File: config.mk
export PLATFORM = sky130hd
export DESIGN_NAME = cla_pipe_adder
export DESIGN_NICKNAME = d
export VERILOG_FILES = /design/src/rtl/cla_pipe_adder.sv
export SDC_FILE = /design/constraint.sdc
export NUM_CORES = 1
export LEC_CHECK = 0
export ABC_AREA = 1
export CAP_MARGIN = 20
export CORE_AREA = 2 2 78 80
export CTS_BUF_LIST = sky130_fd_sc_hd__clkbuf_4 sky130_fd_sc_hd__clkbuf_8 sky130_fd_sc_hd__clkbuf_16
export CTS_CLUSTER_SIZE = 30
export DETAILED_ROUTE_END_ITERATION = 7
export DIE_AREA = 0 0 80 82
export DONT_BUFFER_PORTS = 1
export GPL_TIMING_DRIVEN = 0
export PLACE_DENSITY_LB_ADDON = 0.2
export RECOVER_POWER = 100
export SYNTH_ARGS = -nofsm -noshare
export SYNTH_HDL_FRONTEND = slang
export SYNTH_SLANG_ARGS = --single-unit
File: constraint.sdc
create_clock -name clk -period 2.4 [get_ports clk]
set_input_delay 0.36 -clock clk [delete_from_list [all_inputs] [get_ports clk]]
set_output_delay 0.36 -clock clk [all_outputs]
set_load 0.01 [all_outputs]
File: src/rtl/cla_pipe_adder.sv
// Two-stage pipelined carry-lookahead adder/subtractor with a valid/ready stream interface.
// Stage 1 forms bit and 4-bit group propagate/generate terms; stage 2 resolves all
// carries with a flattened two-level lookahead and produces sum, carry-out and overflow.
module cla_pipe_adder #(
  parameter int unsigned WIDTH = 16,
  parameter int unsigned GROUP = 4
) (
  input  logic             clk,
  input  logic             rst,
  input  logic             in_valid,
  output logic             in_ready,
  input  logic [WIDTH-1:0] a,
  input  logic [WIDTH-1:0] b,
  input  logic             c_in,
  input  logic             sub,
  output logic             out_valid,
  input  logic             out_ready,
  output logic [WIDTH-1:0] sum,
  output logic             c_out,
  output logic             ovf
);

  localparam int unsigned NG = WIDTH / 4;

  if (GROUP != 4) begin : g_group_chk
    $error("cla_pipe_adder: GROUP must be 4");
  end
  if ((WIDTH % 4) != 0 || WIDTH < 4 || WIDTH > 64) begin : g_width_chk
    $error("cla_pipe_adder: WIDTH must be a multiple of 4 in 4..64");
  end

  // Stage 1 combinational terms
  logic [WIDTH-1:0]    b_eff, p_d, g_d;
  logic [NG-1:0]       gp_d, gg_d;
  logic [NG-1:0][2:0]  gl_d;
  logic                c0_d;

  // Stage 1 registers; only the low three g bits of each group are kept because the top
  // one is already folded into the group generate.
  logic                s1_valid_d, s1_valid_q;
  logic [WIDTH-1:0]    p_q;
  logic [NG-1:0][2:0]  gl_q;
  logic [NG-1:0]       gp_q, gg_q;
  logic                c0_q, a_msb_q, b_msb_q;

  // Stage 2 combinational terms and registers
  logic [NG-1:0][NG-1:0] terms;
  logic [NG:0]           gc;
  logic [WIDTH-1:0]      carry, sum_d, sum_q;
  logic                  c_out_d, c_out_q, ovf_d, ovf_q;
  logic                  s2_valid_d, s2_valid_q;

  logic s1_load, s2_load;

  assign b_eff = sub ? ~b : b;
  assign c0_d  = sub | c_in;
  assign p_d   = a ^ b_eff;
  assign g_d   = a & b_eff;

  assign gc[0] = c0_q;

  for (genvar k = 0; k < NG; k++) begin : g_grp
    localparam int unsigned B  = 4 * k;
    // Mask of group propagates 0..k, used by the carry-in term of group carry k+1
    localparam int unsigned MC = (32'd1 << (k + 1)) - 32'd1;
    localparam logic [NG-1:0] M0 = MC[NG-1:0];

    assign gp_d[k] = &p_d[B +: 4];
    assign gg_d[k] = g_d[B+3]
                   | (p_d[B+3] & g_d[B+2])
                   | (p_d[B+3] & p_d[B+2] & g_d[B+1])
                   | (p_d[B+3] & p_d[B+2] & p_d[B+1] & g_d[B]);
    assign gl_d[k] = g_d[B +: 3];

    // Group carry k+1 as a single sum of products over all lower groups (no ripple)
    for (genvar j = 0; j < NG; j++) begin : g_term
      if (j <= k) begin : g_on
        localparam int unsigned MI = ((32'd1 << (k + 1)) - 32'd1) & ~((32'd1 << (j + 1)) - 32'd1);
        localparam logic [NG-1:0] M = MI[NG-1:0];
        assign terms[k][j] = gg_q[j] & (&(gp_q | ~M));
      end else begin : g_off
        assign terms[k][j] = 1'b0;
      end
    end
    assign gc[k+1] = (|terms[k]) | (c0_q & (&(gp_q | ~M0)));

    // In-group carries seeded by the group carry-in
    assign carry[B]   = gc[k];
    assign carry[B+1] = gl_q[k][0] | (p_q[B] & gc[k]);
    assign carry[B+2] = gl_q[k][1]
                      | (p_q[B+1] & gl_q[k][0])
                      | (p_q[B+1] & p_q[B] & gc[k]);
    assign carry[B+3] = gl_q[k][2]
                      | (p_q[B+2] & gl_q[k][1])
                      | (p_q[B+2] & p_q[B+1] & gl_q[k][0])
                      | (p_q[B+2] & p_q[B+1] & p_q[B] & gc[k]);
  end

  assign sum_d   = p_q ^ carry;
  assign c_out_d = gc[NG];
  assign ovf_d   = (a_msb_q == b_msb_q) && (sum_d[WIDTH-1] != a_msb_q);

  // Handshake: S2 advances when empty or drained; S1 advances when empty or S2 takes it
  always_comb begin
    s2_load    = !s2_valid_q || out_ready;
    in_ready   = !rst && (!s1_valid_q || s2_load);
    s1_load    = in_valid && in_ready;
    s1_valid_d = in_ready ? in_valid : s1_valid_q;
    s2_valid_d = s2_load ? s1_valid_q : s2_valid_q;
  end

  // Stage 1 state: operands captured only on accept
  always_ff @(posedge clk or posedge rst) begin
    if (rst) begin
      s1_valid_q <= 1'b0;
      p_q        <= '0;
      gl_q       <= '0;
      gp_q       <= '0;
      gg_q       <= '0;
      c0_q       <= 1'b0;
      a_msb_q    <= 1'b0;
      b_msb_q    <= 1'b0;
    end else begin
      s1_valid_q <= s1_valid_d;
      if (s1_load) begin
        p_q     <= p_d;
        gl_q    <= gl_d;
        gp_q    <= gp_d;
        gg_q    <= gg_d;
        c0_q    <= c0_d;
        a_msb_q <= a[WIDTH-1];
        b_msb_q <= b_eff[WIDTH-1];
      end
    end
  end

  // Stage 2 state: result held stable until consumed
  always_ff @(posedge clk or posedge rst) begin
    if (rst) begin
      s2_valid_q <= 1'b0;
      sum_q      <= '0;
      c_out_q    <= 1'b0;
      ovf_q      <= 1'b0;
    end else begin
      s2_valid_q <= s2_valid_d;
      if (s2_load && s1_valid_q) begin
        sum_q   <= sum_d;
        c_out_q <= c_out_d;
        ovf_q   <= ovf_d;
      end
    end
  end

  assign out_valid = s2_valid_q;
  assign sum       = sum_q;
  assign c_out     = c_out_q;
  assign ovf       = ovf_q;

endmodule

# Word level (Yosys, flattened, before mapping)
# Index checks and enable logic that the tools add are counted.
# totals
word_cells,151
inputBits,38
output_inout_bits,20
register_bits,59
# classes
reduce_logical,22
bitwise,111
eq_ne,2
muxes,1
# ops
op,n
1-bit AND,66
1-bit OR,41
16-bit bitwise XOR,2
4-bit AND reduction,5
16-bit AND,1
16-bit two-way mux,1
16-bit NOT,1
2-bit AND reduction,3
3-bit AND reduction,2
1-bit logical AND,4
4-bit OR reduction,1
1-bit logical NOT,3
3-bit OR reduction,1
1-bit logical OR,2
2-bit OR reduction,1
1-bit equality test,1
1-bit inequality test,1

# Logic depth before layout (Yosys ltp)
# Gate-level depths: netlist of run 1.
# depth
ltp_word,9
depth_mapped,10
ltp_nobuf,10

# Worst setup path after synthesis of run 1
# OpenSTA, ideal clock, no wires.
# synth_timing
kind,input to register
start,input rst
end,register gg_q[2]
t_required_ns,2.281
path_stages,6
setup_ns,0.119
arrival_time_ns,2.377
n_path_buf,1
slack_ns,-0.096
path_cell_list,inv_1 -> nand2_2 -> nor2_8 -> buf_6 -> nand4_1 -> o21a_1
# synth_via
elab_chain_cells,3
# synth_rtl
element,line_no,text
from (decl),9,"input logic rst,"
1-bit logical NOT (no line),-,
1-bit logical AND,106,in_ready = !rst && (!s1_valid_q || s2_load);
1-bit logical AND,107,s1_load = in_valid && in_ready;
to (signal assigned),129,gg_q <= gg_d;
to (decl),43,"logic [NG-1:0] gp_q, gg_q;"
# No other way between the ends.
# A chain may end at the register's enable or synchronous reset.

# Worst setup path in the final report of run 1
# layout_timing
start,register s2_valid_q (netlist: out_valid)
end,register sum_q[14] (netlist: sum[14])
# layout_via
elab_chain_cells,3
# layout_rtl
element,line_no,text
from (decl),51,"logic s2_valid_d, s2_valid_q;"
from (signal assigned),145,s2_valid_q <= s2_valid_d;
1-bit logical NOT,105,s2_load = !s2_valid_q || out_ready;
1-bit logical OR,105,
1-bit logical AND,146,if (s2_load && s1_valid_q) begin
to (signal assigned),147,sum_q <= sum_d;
to (decl),49,"logic [WIDTH-1:0] carry, sum_d, sum_q;"
# No other way between the ends.

==> results of run 1 <==
[placed cells by master, fill, tap and decap left out, types with 3 or more instances in the layout]
master	netlist	final
sky130_fd_sc_hd__nand3_1	23	23
sky130_fd_sc_hd__nand2_1	111	112
sky130_fd_sc_hd__dfrtp_1	59	59
sky130_fd_sc_hd__xor2_1	20	20
sky130_fd_sc_hd__nand2_2	4	3
sky130_fd_sc_hd__a31oi_1	6	6
sky130_fd_sc_hd__clkbuf_4	0	3
sky130_fd_sc_hd__nand4_1	5	5
sky130_fd_sc_hd__clkbuf_1	1	7
sky130_fd_sc_hd__o21ai_0	27	35
sky130_fd_sc_hd__a21oi_1	9	9
sky130_fd_sc_hd__nor2_1	12	13
sky130_fd_sc_hd__clkbuf_8	0	11
sky130_fd_sc_hd__inv_1	31	30
sky130_fd_sc_hd__buf_2	6	3
sky130_fd_sc_hd__ha_1	20	20
[worst max-delay path by stage]
stage                             endpoint  slack (ns)  cells past startpoint
floorplan                         in_ready        0.35                      3
global placement    s1_valid_q$_DFFE_PP0P_       -0.13                      6
detailed placement  s1_valid_q$_DFFE_PP0P_        0.48                      6
CTS                               in_ready        0.59                      3
global route        s1_valid_q$_DFFE_PP0P_        0.24                      6
finish                 sum[14]$_DFFE_PP0P_        0.46                      8
[cell type report]
class	count	area [sq um]	area share (%)
tap	75	93.8	2.77
sequential	59	1480	43.6
multi-input combinational	260	1430	42.3
clock inverter	2	10.0	0.296
inverter	33	130	3.84
clock buffer	14	174	5.14
buffer	12	56.3	1.66
timing repair buffer	1	12.5	0.370
[logic make-up after synthesis]
logic type               Yosys count  share of synthesized area, %
AO/OA/AOI/OAI                     58                          10.0
XOR/XNOR                          20                          5.60
adder cells (fa/ha/maj)           20                          8.00
buffers and inverters             45                          6.56
flip-flops                        59                          47.2
AND/OR/NAND/NOR                  162                          22.6
[power by group through the flow]
stage / combinational, W / sequential (W) / clock [W]
floorplan: 0.000573 / 0.00150 / 0
global placement: 0.000688 / 0.00154 / 0
detailed placement: 0.000713 / 0.00155 / 0
CTS: 0.000719 / 0.00153 / 0.000847
global route: 0.000823 / 0.00157 / 0.000885
finish: 0.000693 / 0.00153 / 0.000830
[per-layer routing]
layer | wire length (um) | up-vias
li1 | - | 1214
met1 | 3060 | 1155
met2 | 3350 | 66
met4 | 142 | 0
met3 | 352 | 13
met5 | 0 | -
[worst max-delay path, cell delays in order (launching register included)]
cell and delay, ns:
sky130_fd_sc_hd__dfrtp_1 0.41, sky130_fd_sc_hd__inv_1 0.12, sky130_fd_sc_hd__nor2_4 0.04, sky130_fd_sc_hd__nor2_1 0.59, sky130_fd_sc_hd__inv_2 0.06, sky130_fd_sc_hd__clkbuf_1 0.29
sky130_fd_sc_hd__nor3_1 0.20, sky130_fd_sc_hd__nand3_1 0.10, sky130_fd_sc_hd__nand2_1 0.06
[metrics by stage]
stage	worst slack, ns	area, sq um
floorplan	0.351	3130
global placement	-0.127	3230
finish	0.455	3380
detailed placement	0.479	3250
CTS	0.588	3430
global route	0.238	3380
[registers in the layout, summed over array words and instances (netlist names)]
name	cells
out_valid	1
ovf	1
a_msb_q	1
b_msb_q	1
p_q	16
gp_q	4
sum	16
c_out	1
gl_q	12
s1_valid_q	1
gg_q	4
c0_q	1
==> impl_metrics.sql, run 1 <==
INSERT INTO impl_metrics (metric_group, metric, value, unit) VALUES
('pwr', 'power.leakage', '1.71', 'nW'),
('worst_hold_path', 'path_class_of_the_lowest_slack_min_delay_path', 'input port to async pin', ''),
('pwr', 'power_frac_clock', '27.2', '%'),
('cts', 'tritoncts', 'built', ''),
('yosys', 'synthDominantCellAreaShare', '47.2', '%'),
('worst_setup_path', 'critical_path.startpoint', 'out_valid$_DFFE_PP0N_', ''),
('sta', 'slew_headroom', '10.3', '%'),
('finish', 'final_layout_size_suffix_gt1_share', '8.14', '%'),
('cts', 'cts_inserted_buffers', '9', ''),
('pwr', 'total_internal_power', '0.00200', 'W'),
('yosys', 'synth_common_cells', 'sky130_fd_sc_hd__nand2_1, sky130_fd_sc_hd__dfrtp_1, sky130_fd_sc_hd__inv_1', ''),
('global_routing', 'grt_pass1_wl', '11400', 'um'),
('place', 'place.port_buffers', '0', ''),
('floorplanning', 'die_w', '80', 'um'),
('detailed_routing', 'ant_nets', '0', ''),
('sta', 'timing.final.hold_violations', '29', ''),
('detailed_routing', 'drc', '0', ''),
('yosys', 'top_flip_flop_cell_by_instance_count_after_synthesis', 'sky130_fd_sc_hd__dfrtp_1', ''),
('cts', 'root_buffer', 'sky130_fd_sc_hd__clkbuf_8', ''),
('outcome', 'failing_checks', 'hold timing', ''),
('cts', 'cts_resized', '0', ''),
('pwr', 'switching_share', '34.5', '%'),
('yosys', 'postSynthCellCount', '364', ''),
('detailed_routing', 'drt-vias-per-instance', '5.37', ''),
('worst_setup_path', 'timing.critical_path.fanout_max', '10', ''),
('sta', 'final_worst_clock_skew', '0.00695', 'ns'),
('pwr', 'ir_drop', '0.000415', 'V'),
('global_routing', 'initial_antenna_violation_count', '0', ''),
('place', 'place_hpwl', '4960', 'um'),
('detailed_routing', 'drtPass1Iterations', '4', ''),
('cts', 'clk-insertion-delay-late', '0.33', 'ns'),
('yosys', 'synth-seq-cells', '59', ''),
('pwr', 'combPwrFrac', '22.7', '%'),
('finish', 'layout.core_utilization', '58.9', '%'),
('sta', 'tns', '0', 'ns'),
('sta', 'final-max-slew-violation-count', '0', ''),
('cts', 'ctsHtreeMaxLevel', '3', ''),
('global_routing', 'grt_overflow', '0', ''),
('global_routing', 'met3_global_route_usage', '4.51', '%'),
('sta', 'tightestPinTransition', '1.35', 'ns'),
('worst_setup_path', 'r2r_slack', '0.46', 'ns'),
('floorplanning', 'die_area', '0.00656', 'sq mm'),
('global_routing', 'pin_count_of_the_biggest_net_entering_global_routing', '32', ''),
('sta', 'timing.fmax', '514', 'MHz'),
('worst_setup_path', 'worstReg2RegStart', 'out_valid$_DFFE_PP0N_', ''),
('floorplanning', 'core.rowCount', '28', ''),
('cts', 'cts.repair_timing.setup_buffer_count', '0', ''),
('yosys', 'synth_fp_nets', '422', ''),
('pwr', 'power_frac_seq', '50.1', '%'),
('floorplanning', 'die-height', '82', 'um'),
('cts', 'cts_hold_repair.buffers', '0', ''),
('finish', 'finalNetCount', '434', ''),
('yosys', 'synth_edf_count', '0', ''),
('finish', 'final_cell_count_no_fill', '456', ''),
('global_routing', 'met2_usage', '40.2', '%'),
('worst_setup_path', 'timing.critical_path.arrival', '2.22', 'ns'),
('worst_setup_path', 'path_class', 'register to register', ''),
('sta', 'grt_setup_unrepaired', 'no', ''),
('yosys', 'netlist_area', '0.00313', 'sq mm'),
('yosys', 'yosysSeqAreaShare', '47.2', '%'),
('sta', 'timing.hold.ws', '-0.0261', 'ns'),
('outcome', 'run_status', 'finished, violations left', ''),
('worst_setup_path', 'timing.rr.end', 'sum[14]$_DFFE_PP0P_', ''),
('detailed_routing', 'num_vias', '2448', ''),
('finish', 'fillerInstances', '559', ''),
('finish', 'diodes', '0', ''),
('detailed_routing', 'route.detailed.wl_per_inst', '15.1', 'um'),
('global_routing', 'grt_use_met1', '29.8', '%'),
('yosys', 'postSynthAreaPerCell', '8.59', 'sq um'),
('finish', 'layout-area-overhead-vs-synth', '8.20', '%'),
('yosys', 'netlist.top_cell.by_area', 'sky130_fd_sc_hd__dfrtp_1', '');
No activity file was read; power rests on OpenSTA's default activity.
==> run 2, diff against run 1 <==
CORE_AREA = 2 2 76 78   (was 2 2 78 80)
DIE_AREA = 0 0 78 80   (was 0 0 80 82)
clock period = 2 ns   (was 2.4 ns; I/O delays follow)
==> run 2 against run 1 <==
  * The flow now finishes without violations
  * Final area rose by 0.15%
  * Via count rose by 1.8%
  * First-iteration DRC count fell by 5.9%
  * Total power rose by 18%
  * Highest routed layer unchanged
==> impl_metrics.sql, run 2 (synthesized netlist as in run 1, its figures left out) <==
INSERT INTO impl_metrics (metric_group, metric, value, unit) VALUES
('worst_setup_path', 'timing.critical_path.fanout_max', '10', ''),
('finish', 'layout-area-overhead-vs-synth', '8.36', '%'),
('global_routing', 'grt_util_all_layers', '25.0', '%'),
('pwr', 'combPwrFrac', '23.4', '%'),
('sta', 'period_share', '84.7', '%'),
('cts', 'ctsHtreeMaxLevel', '3', ''),
('worst_setup_path', 'worstReg2RegStart', 'out_valid$_DFFE_PP0N_', ''),
('sta', 'tightestPinTransition', '0.958', 'ns'),
('global_routing', 'pin_count_of_the_biggest_net_entering_global_routing', '39', ''),
('place', 'place.port_buffers', '0', ''),
('pwr', 'p_sw', '0.00126', 'W'),
('finish', 'layout_commonest_cell', 'sky130_fd_sc_hd__nand2_1', ''),
('pwr', 'total_internal_power', '0.00236', 'W'),
('sta', 'tns', '0', 'ns'),
('global_routing', 'grt_overflow', '0', ''),
('detailed_routing', 'drt-vias-per-instance', '5.52', ''),
('global_routing', 'grt_pass1_wl', '11700', 'um'),
('worst_hold_path', 'path_class_of_the_lowest_slack_min_delay_path', 'input port to register', ''),
('worst_setup_path', 'critPathLaunchType', 'register', ''),
('floorplanning', 'die_w', '78', 'um'),
('cts', 'cts.repair_timing.setup_buffer_count', '0', ''),
('sta', 'final-max-slew-violation-count', '0', ''),
('worst_setup_path', 'timing.critical_path.arrival', '1.88', 'ns'),
('finish', 'finalNetCount', '436', ''),
('detailed_routing', 'ant_nets', '0', ''),
('detailed_routing', 'routed_wirelength', '7060', 'um'),
('pwr', 'power.leakage', '1.71', 'nW'),
('finish', 'layout.core_utilization', '62.7', '%'),
('sta', 'grt_setup_unrepaired', 'no', ''),
('pwr', 'power_density', '1070', 'mW/mm^2'),
('cts', 'cts_max_path_buffers', '2', ''),
('floorplanning', 'die-height', '80', 'um'),
('cts', 'tritoncts', 'built', ''),
('detailed_routing', 'drtPass1Iterations', '4', ''),
('worst_setup_path', 'worstPathRequired', '2.19', 'ns'),
('finish', 'fillerInstances', '505', ''),
('sta', 'slew_headroom', '35.9', '%'),
('place', 'place_hpwl', '5020', 'um'),
('sta', 'layout_min_cycle_time', '1.69', 'ns'),
('sta', 'timing.final.setup_violations', '0', ''),
('detailed_routing', 'drc', '0', ''),
('cts', 'clock_sink_count', '59', ''),
('cts', 'clk-insertion-delay-late', '0.34', 'ns'),
('detailed_routing', 'route.detailed.wl_per_inst', '15.7', 'um'),
('sta', 'timing.fmax', '590', 'MHz'),
('pwr', 'power_frac_seq', '51.0', '%'),
('floorplanning', 'ioPinCount', '58', ''),
('pwr', 'ir_drop', '0.000455', 'V'),
('place', 'place_congestion', '0.844', ''),
('worst_hold_path', 'min_from', 'out_ready', ''),
('finish', 'diodes', '0', ''),
('worst_setup_path', 'path_class', 'register to register', ''),
('cts', 'root_buffer', 'sky130_fd_sc_hd__clkbuf_8', ''),
('sta', 'final_worst_clock_skew', '0.00623', 'ns'),
('cts', 'clk_pin_slew_worst_paths', '0.06', 'ns'),
('detailed_routing', 'num_vias', '2491', ''),
('finish', 'layout_common_cells', 'sky130_fd_sc_hd__nand2_1, sky130_fd_sc_hd__dfrtp_1, sky130_fd_sc_hd__o21ai_0, sky130_fd_sc_hd__inv_1, sky130_fd_sc_hd__nand3_1', ''),
('cts', 'cts_inserted_buffers', '9', ''),
('finish', 'regArea', '0.00148', 'sq mm'),
('worst_hold_path', 'whs_path_depth', '1', ''),
('outcome', 'run_status', 'finished, final reports clean', ''),
('finish', 'multiInputGateArea', '0.00144', 'sq mm'),
('worst_setup_path', 'worst_setup_path_end_kind', 'register', ''),
('floorplanning', 'die_area', '0.00624', 'sq mm'),
('sta', 'timing.final.hold_violations', '0', ''),
('floorplanning', 'core_region_area', '0.00541', 'sq mm'),
('global_routing', 'initial_antenna_violation_count', '0', ''),
('pwr', 'switching_share', '34.8', '%'),
('pwr', 'power_frac_clock', '25.6', '%'),
('finish', 'final_layout_size_suffix_gt1_share', '8.44', '%'),
('worst_setup_path', 'critical_path.startpoint', 'out_valid$_DFFE_PP0N_', ''),
('floorplanning', 'core.rowCount', '27', ''),
('run', 'max_cap_violations', '0', ''),
('global_routing', 'first_global_vias', '2459', ''),
('floorplanning', 'starting_density', '57.9', '%'),
('worst_setup_path', 'ff2ff_path_depth', '7', ''),
('detailed_routing', 'drt-initial-drc-count', '144', '');
[run 2: worst max-delay path, cell delays in order, from the launching register on]
cell and delay [ns]:
sky130_fd_sc_hd__dfrtp_1 0.41, sky130_fd_sc_hd__inv_1 0.08, sky130_fd_sc_hd__nor2_1 0.07, sky130_fd_sc_hd__nand2_1 0.06
sky130_fd_sc_hd__nand2_1 0.13, sky130_fd_sc_hd__nor2_8 0.17, sky130_fd_sc_hd__clkbuf_1 0.44, sky130_fd_sc_hd__o21ai_0 0.18
[run 2: timing repair]
action	4_1_cts	5_1_grt
hold endpoints to repair	21	0
resized for setup	0	0
hold buffers	2	0
[run 2: path summary, 6_finish.rpt]
| path | slack (ns) | endpoint |
|---|---|---|
| setup / recovery | 0.31 | gl_q[0]$_DFFE_PP0P_ |
| hold / removal | 0.07 | out_valid$_DFFE_PP0N_ |
| setup reg to reg | 0.31 | gl_q[0]$_DFFE_PP0P_ |
| hold reg to reg | 0.50 | gp_q[0]$_DFFE_PP0P_ |
| max in group asynchronous | 0.62 | sum[5]$_DFFE_PP0P_ |
| min in group asynchronous | 0.70 | sum[0]$_DFFE_PP0P_ |
[run 2: metrics by stage]
stage                     instances  hold WS, ns  total power [W]  worst slack (ns)  instance area (sq um)
after detailed placement        437        0.250          0.00272             0.162                   3240
after global routing            451       0.0692          0.00388             0.176                   3390
after floorplan                 364        0.408          0.00248            0.0231                   3130
final                           451       0.0681          0.00361             0.305                   3390
after global placement          436        0.411          0.00267            -0.448                   3220
after CTS                       451       0.0674          0.00365             0.462                   3420
[run 2: power by group through the flow]
stage	registers (W)	clock network (W)	logic [W]
2_1_floorplan	0.00180	0	0.000687
3_3_place_gp	0.00185	0	0.000824
3_5_place_dp	0.00186	0	0.000852
4_1_cts	0.00184	0.000935	0.000866
5_1_grt	0.00188	0.000993	0.00101
6_report	0.00184	0.000925	0.000846
[run 2: final cells by class]
cell class | instances | share of cell area (%)
clock buffers | 12 | 4.69
multi-input cells | 260 | 42.4
well taps | 72 | 2.66
flip-flops and latches | 59 | 43.6
plain buffers | 12 | 2.21
inverters | 33 | 3.77
repair buffers | 3 | 0.738
[run 2: routing by layer]
metal / part of all wire [%] / global-route usage [%] / up-vias
li1: - / - / 1215
met1: 41 / 30.6 / 1177
met2: 50 / 43.6 / 84
met3: 6.9 / 4.64 / 15
met4: 2.7 / 10.2 / 0
met5: 0 / 0 / -
==> run 3, diff against run 2 <==
CORE_AREA = 2 2 78 80   (was 2 2 76 78)
DIE_AREA = 0 0 80 82   (was 0 0 78 80)
clock period = 1.45 ns   (was 2 ns; I/O delays follow)
==> run 3 against run 2 <==
  * Critical path depth is 2 lower
  * Non-clock buffer count grew 7
  * Sequential power increased by 38%
  * Total power rose by 59%
  * Sequential cell count did not move
  * Largest cell class is now multi-input gates
  * Core utilization grew 0.29 points
  * Critical endpoint is now in_ready
  * Die area increased by 5.1%
  * Setup slack worse by 0.25 ns
  * Wire length increased by 4.1%
  * Clock power grew 110%
  * First-iteration DRC count up 2.1%
  * Register-to-register slack worse by 0.25 ns
==> impl_metrics.sql, run 3 (synthesized netlist as in run 1, its figures left out) <==
INSERT INTO impl_metrics (metric_group, metric, value, unit) VALUES
('worst_setup_path', 'worstReg2RegStart', 'c0_q$_DFFE_PP0P_', ''),
('floorplanning', 'starting_density', '54.4', '%'),
('place', 'post-place-ws', '-0.293', 'ns'),
('global_routing', 'met3_global_route_usage', '4.62', '%'),
('global_routing', 'grt_pass1_wl', '11600', 'um'),
('pwr', 'total_internal_power', '0.00389', 'W'),
('global_routing', 'grt_util_all_layers', '24.2', '%'),
('worst_setup_path', 'cell_breakdown_of_the_critical_path', 'inv_2, nor2_4, nand2_2, nand2_4, inv_2', ''),
('worst_hold_path', 'min_from', 'c_in', ''),
('cts', 'clk_pin_slew_worst_paths', '0.07', 'ns'),
('worst_setup_path', 'cpMostUsedCell', 'sky130_fd_sc_hd__inv_2', ''),
('pwr', 'p_sw', '0.00185', 'W'),
('finish', 'finalNetCount', '444', ''),
('detailed_routing', 'drt-vias-per-instance', '5.41', ''),
('sta', 'timing.fmax', '715', 'MHz'),
('worst_hold_path', 'whs_path_depth', '2', ''),
('cts', 'tritoncts', 'built', ''),
('sta', 'timing.hold.ws', '0.0168', 'ns'),
('detailed_routing', 'route.detailed.wl_per_inst', '15.8', 'um'),
('cts', 'ctsHtreeMaxLevel', '3', ''),
('finish', 'final_layout_size_suffix_gt1_share', '14.3', '%'),
('worst_setup_path', 'worst_setup_path_end_kind', 'output port', ''),
('floorplanning', 'die-height', '82', 'um'),
('sta', 'layout_min_cycle_time', '1.40', 'ns'),
('place', 'place_hpwl', '4970', 'um'),
('sta', 'final_worst_clock_skew', '0.0125', 'ns'),
('worst_setup_path', 'critPathBufInv', '2', ''),
('floorplanning', 'core.rowCount', '28', ''),
('pwr', 'power.leakage', '1.81', 'nW'),
('place', 'post_dp_cell_area', '0.00326', 'sq mm'),
('worst_hold_path', 'min_delay_worst_endpoint', 'c0_q$_DFFE_PP0P_', ''),
('pwr', 'combPwrFrac', '21.9', '%'),
('place', 'place.port_buffers', '0', ''),
('detailed_routing', 'drt-initial-drc-count', '147', ''),
('floorplanning', 'ioPinCount', '58', ''),
('detailed_routing', 'drtPass1Iterations', '4', ''),
('finish', 'layout-area-overhead-vs-synth', '15.7', '%'),
('detailed_routing', 'drc', '0', ''),
('sta', 'final-max-slew-violation-count', '0', ''),
('sta', 'grt_setup_unrepaired', 'yes', ''),
('run', 'max_cap_violations', '0', ''),
('worst_setup_path', 'timing.critical_path.fanout_max', '2', ''),
('detailed_routing', 'ant_nets', '0', ''),
('worst_setup_path', 'path_class', 'register to output port', ''),
('cts', 'cts_inserted_buffers', '9', ''),
('worst_setup_path', 'critPathLaunchType', 'register', ''),
('finish', 'layout.cell_area.non_filler', '0.00362', 'sq mm'),
('pwr', 'ir_drop', '0.000846', 'V'),
('sta', 'timing.final.setup_violations', '0', ''),
('finish', 'diodes', '0', ''),
('finish', 'layout_common_cells', 'sky130_fd_sc_hd__nand2_1, sky130_fd_sc_hd__dfrtp_1, sky130_fd_sc_hd__inv_1, sky130_fd_sc_hd__o21ai_0, sky130_fd_sc_hd__nand3_1', ''),
('floorplanning', 'core_region_area', '0.00575', 'sq mm'),
('global_routing', 'first_global_vias', '2458', ''),
('pwr', 'power_frac_seq', '44.3', '%'),
('global_routing', 'grt_overflow', '0', ''),
('place', 'place_congestion', '0.818', ''),
('pwr', 'power_density', '1590', 'mW/mm^2'),
('outcome', 'run_status', 'finished, final reports clean', ''),
('worst_setup_path', 'timing.critical_path.arrival', '1.18', 'ns'),
('floorplanning', 'die_w', '80', 'um'),
('pwr', 'power_frac_clock', '33.8', '%'),
('worst_hold_path', 'path_class_of_the_lowest_slack_min_delay_path', 'input port to register', ''),
('finish', 'layout_commonest_cell', 'sky130_fd_sc_hd__nand2_1', ''),
('worst_setup_path', 'ff2ff_path_depth', '8', ''),
('global_routing', 'busiest_layer', 'met2', ''),
('pwr', 'totalPowerFinal', '0.00575', 'W'),
('cts', 'clk-insertion-delay-late', '0.35', 'ns'),
('pwr', 'switching_share', '32.2', '%'),
('worst_setup_path', 'timing.rr.end', 'sum[13]$_DFFE_PP0P_', ''),
('detailed_routing', 'num_vias', '2519', ''),
('detailed_routing', 'routed_wirelength', '7350', 'um'),
('cts', 'cts_max_path_buffers', '2', ''),
('sta', 'timing.final.hold_violations', '0', ''),
('sta', 'period_share', '96.5', '%'),
('sta', 'slew_headroom', '49.8', '%'),
('cts', 'clock_sink_count', '59', ''),
('cts', 'root_buffer', 'sky130_fd_sc_hd__clkbuf_8', ''),
('global_routing', 'met2_usage', '40.3', '%'),
('floorplanning', 'die_area', '0.00656', 'sq mm'),
('global_routing', 'pin_count_of_the_biggest_net_entering_global_routing', '32', ''),
('worst_setup_path', 'r2r_slack', '0.06', 'ns'),
('global_routing', 'initial_antenna_violation_count', '0', ''),
('worst_setup_path', 'worstPathRequired', '1.23', 'ns'),
('worst_setup_path', 'max_stage_delay', '0.41', 'ns'),
('worst_setup_path', 'cpMaxStageDelayCell', 'sky130_fd_sc_hd__dfrtp_1', ''),
('sta', 'tightestPinTransition', '0.749', 'ns'),
('worst_setup_path', 'worst_path_dominant_cell_family', 'flip-flops', ''),
('global_routing', 'grt_use_met1', '30.4', '%'),
('sta', 'worst_slack', '0.0514', 'ns');
## run 3: timing repair
| action | CTS | global route |
|---|---|---|
| setup endpoints to repair | 29 | 36 |
| gates resized for setup | 5 | 14 |
| gates cloned | 0 | 1 |
| hold buffers | 2 | 2 |
| buffers inserted | 0 | 5 |
| hold endpoints to repair | 30 | 28 |
| pin swaps | 0 | 3 |
## run 3: worst max-delay path by stage
stage / start / cells past startpoint / endpoint / slack [ns]
global route: c0_q$_DFFE_PP0P_ / 8 / sum[13]$_DFFE_PP0P_ / -0.04
detailed placement: sub / 8 / gg_q[1]$_DFFE_PP0P_ / -0.29
CTS: c0_q$_DFFE_PP0P_ / 8 / sum[13]$_DFFE_PP0P_ / 0.009
floorplan: rst / 5 / gg_q[2]$_DFFE_PP0P_ / -0.36
global placement: rst / 6 / p_q[11]$_DFFE_PP0P_ / -0.81
finish: out_valid$_DFFE_PP0N_ / 5 / in_ready / 0.05
## run 3: layer usage
metal / wire length [um] / up-vias
li1: - / 1243
met1: 3250 / 1192
met2: 3580 / 71
met3: 388 / 13
met4: 133 / 0
met5: 0 / -
## run 3: area by class of cell
class | instances | area [sq um]
well taps | 75 | 93.8
flip-flops and latches | 59 | 1480
clock inverters | 4 | 95.1
repair buffers | 10 | 85.1
inverters | 33 | 130
multi-input cells | 260 | 1480
plain buffers | 12 | 91.3
fillers | 527 | 2130
repair inverters | 1 | 5.00
clock buffers | 12 | 165
## run 3: per-stage QoR
step                setup TNS [ns]  std cells  utilization (%)
finish                           0        466             63.0
global route                -0.304        466             63.0
CTS                              0        458             61.7
detailed placement           -7.41        440             56.7
floorplan                   -13.54        364                -
global placement            -31.23        439             56.3
## run 3: power groups by stage
stage / logic [W] / clock network, W / registers, W
finish: 0.00126 / 0.00194 / 0.00254
global placement: 0.00115 / 0 / 0.00255
detailed placement: 0.00119 / 0 / 0.00257
floorplan: 0.000954 / 0 / 0.00248
CTS: 0.00121 / 0.00196 / 0.00254
global route: 0.00146 / 0.00203 / 0.00261
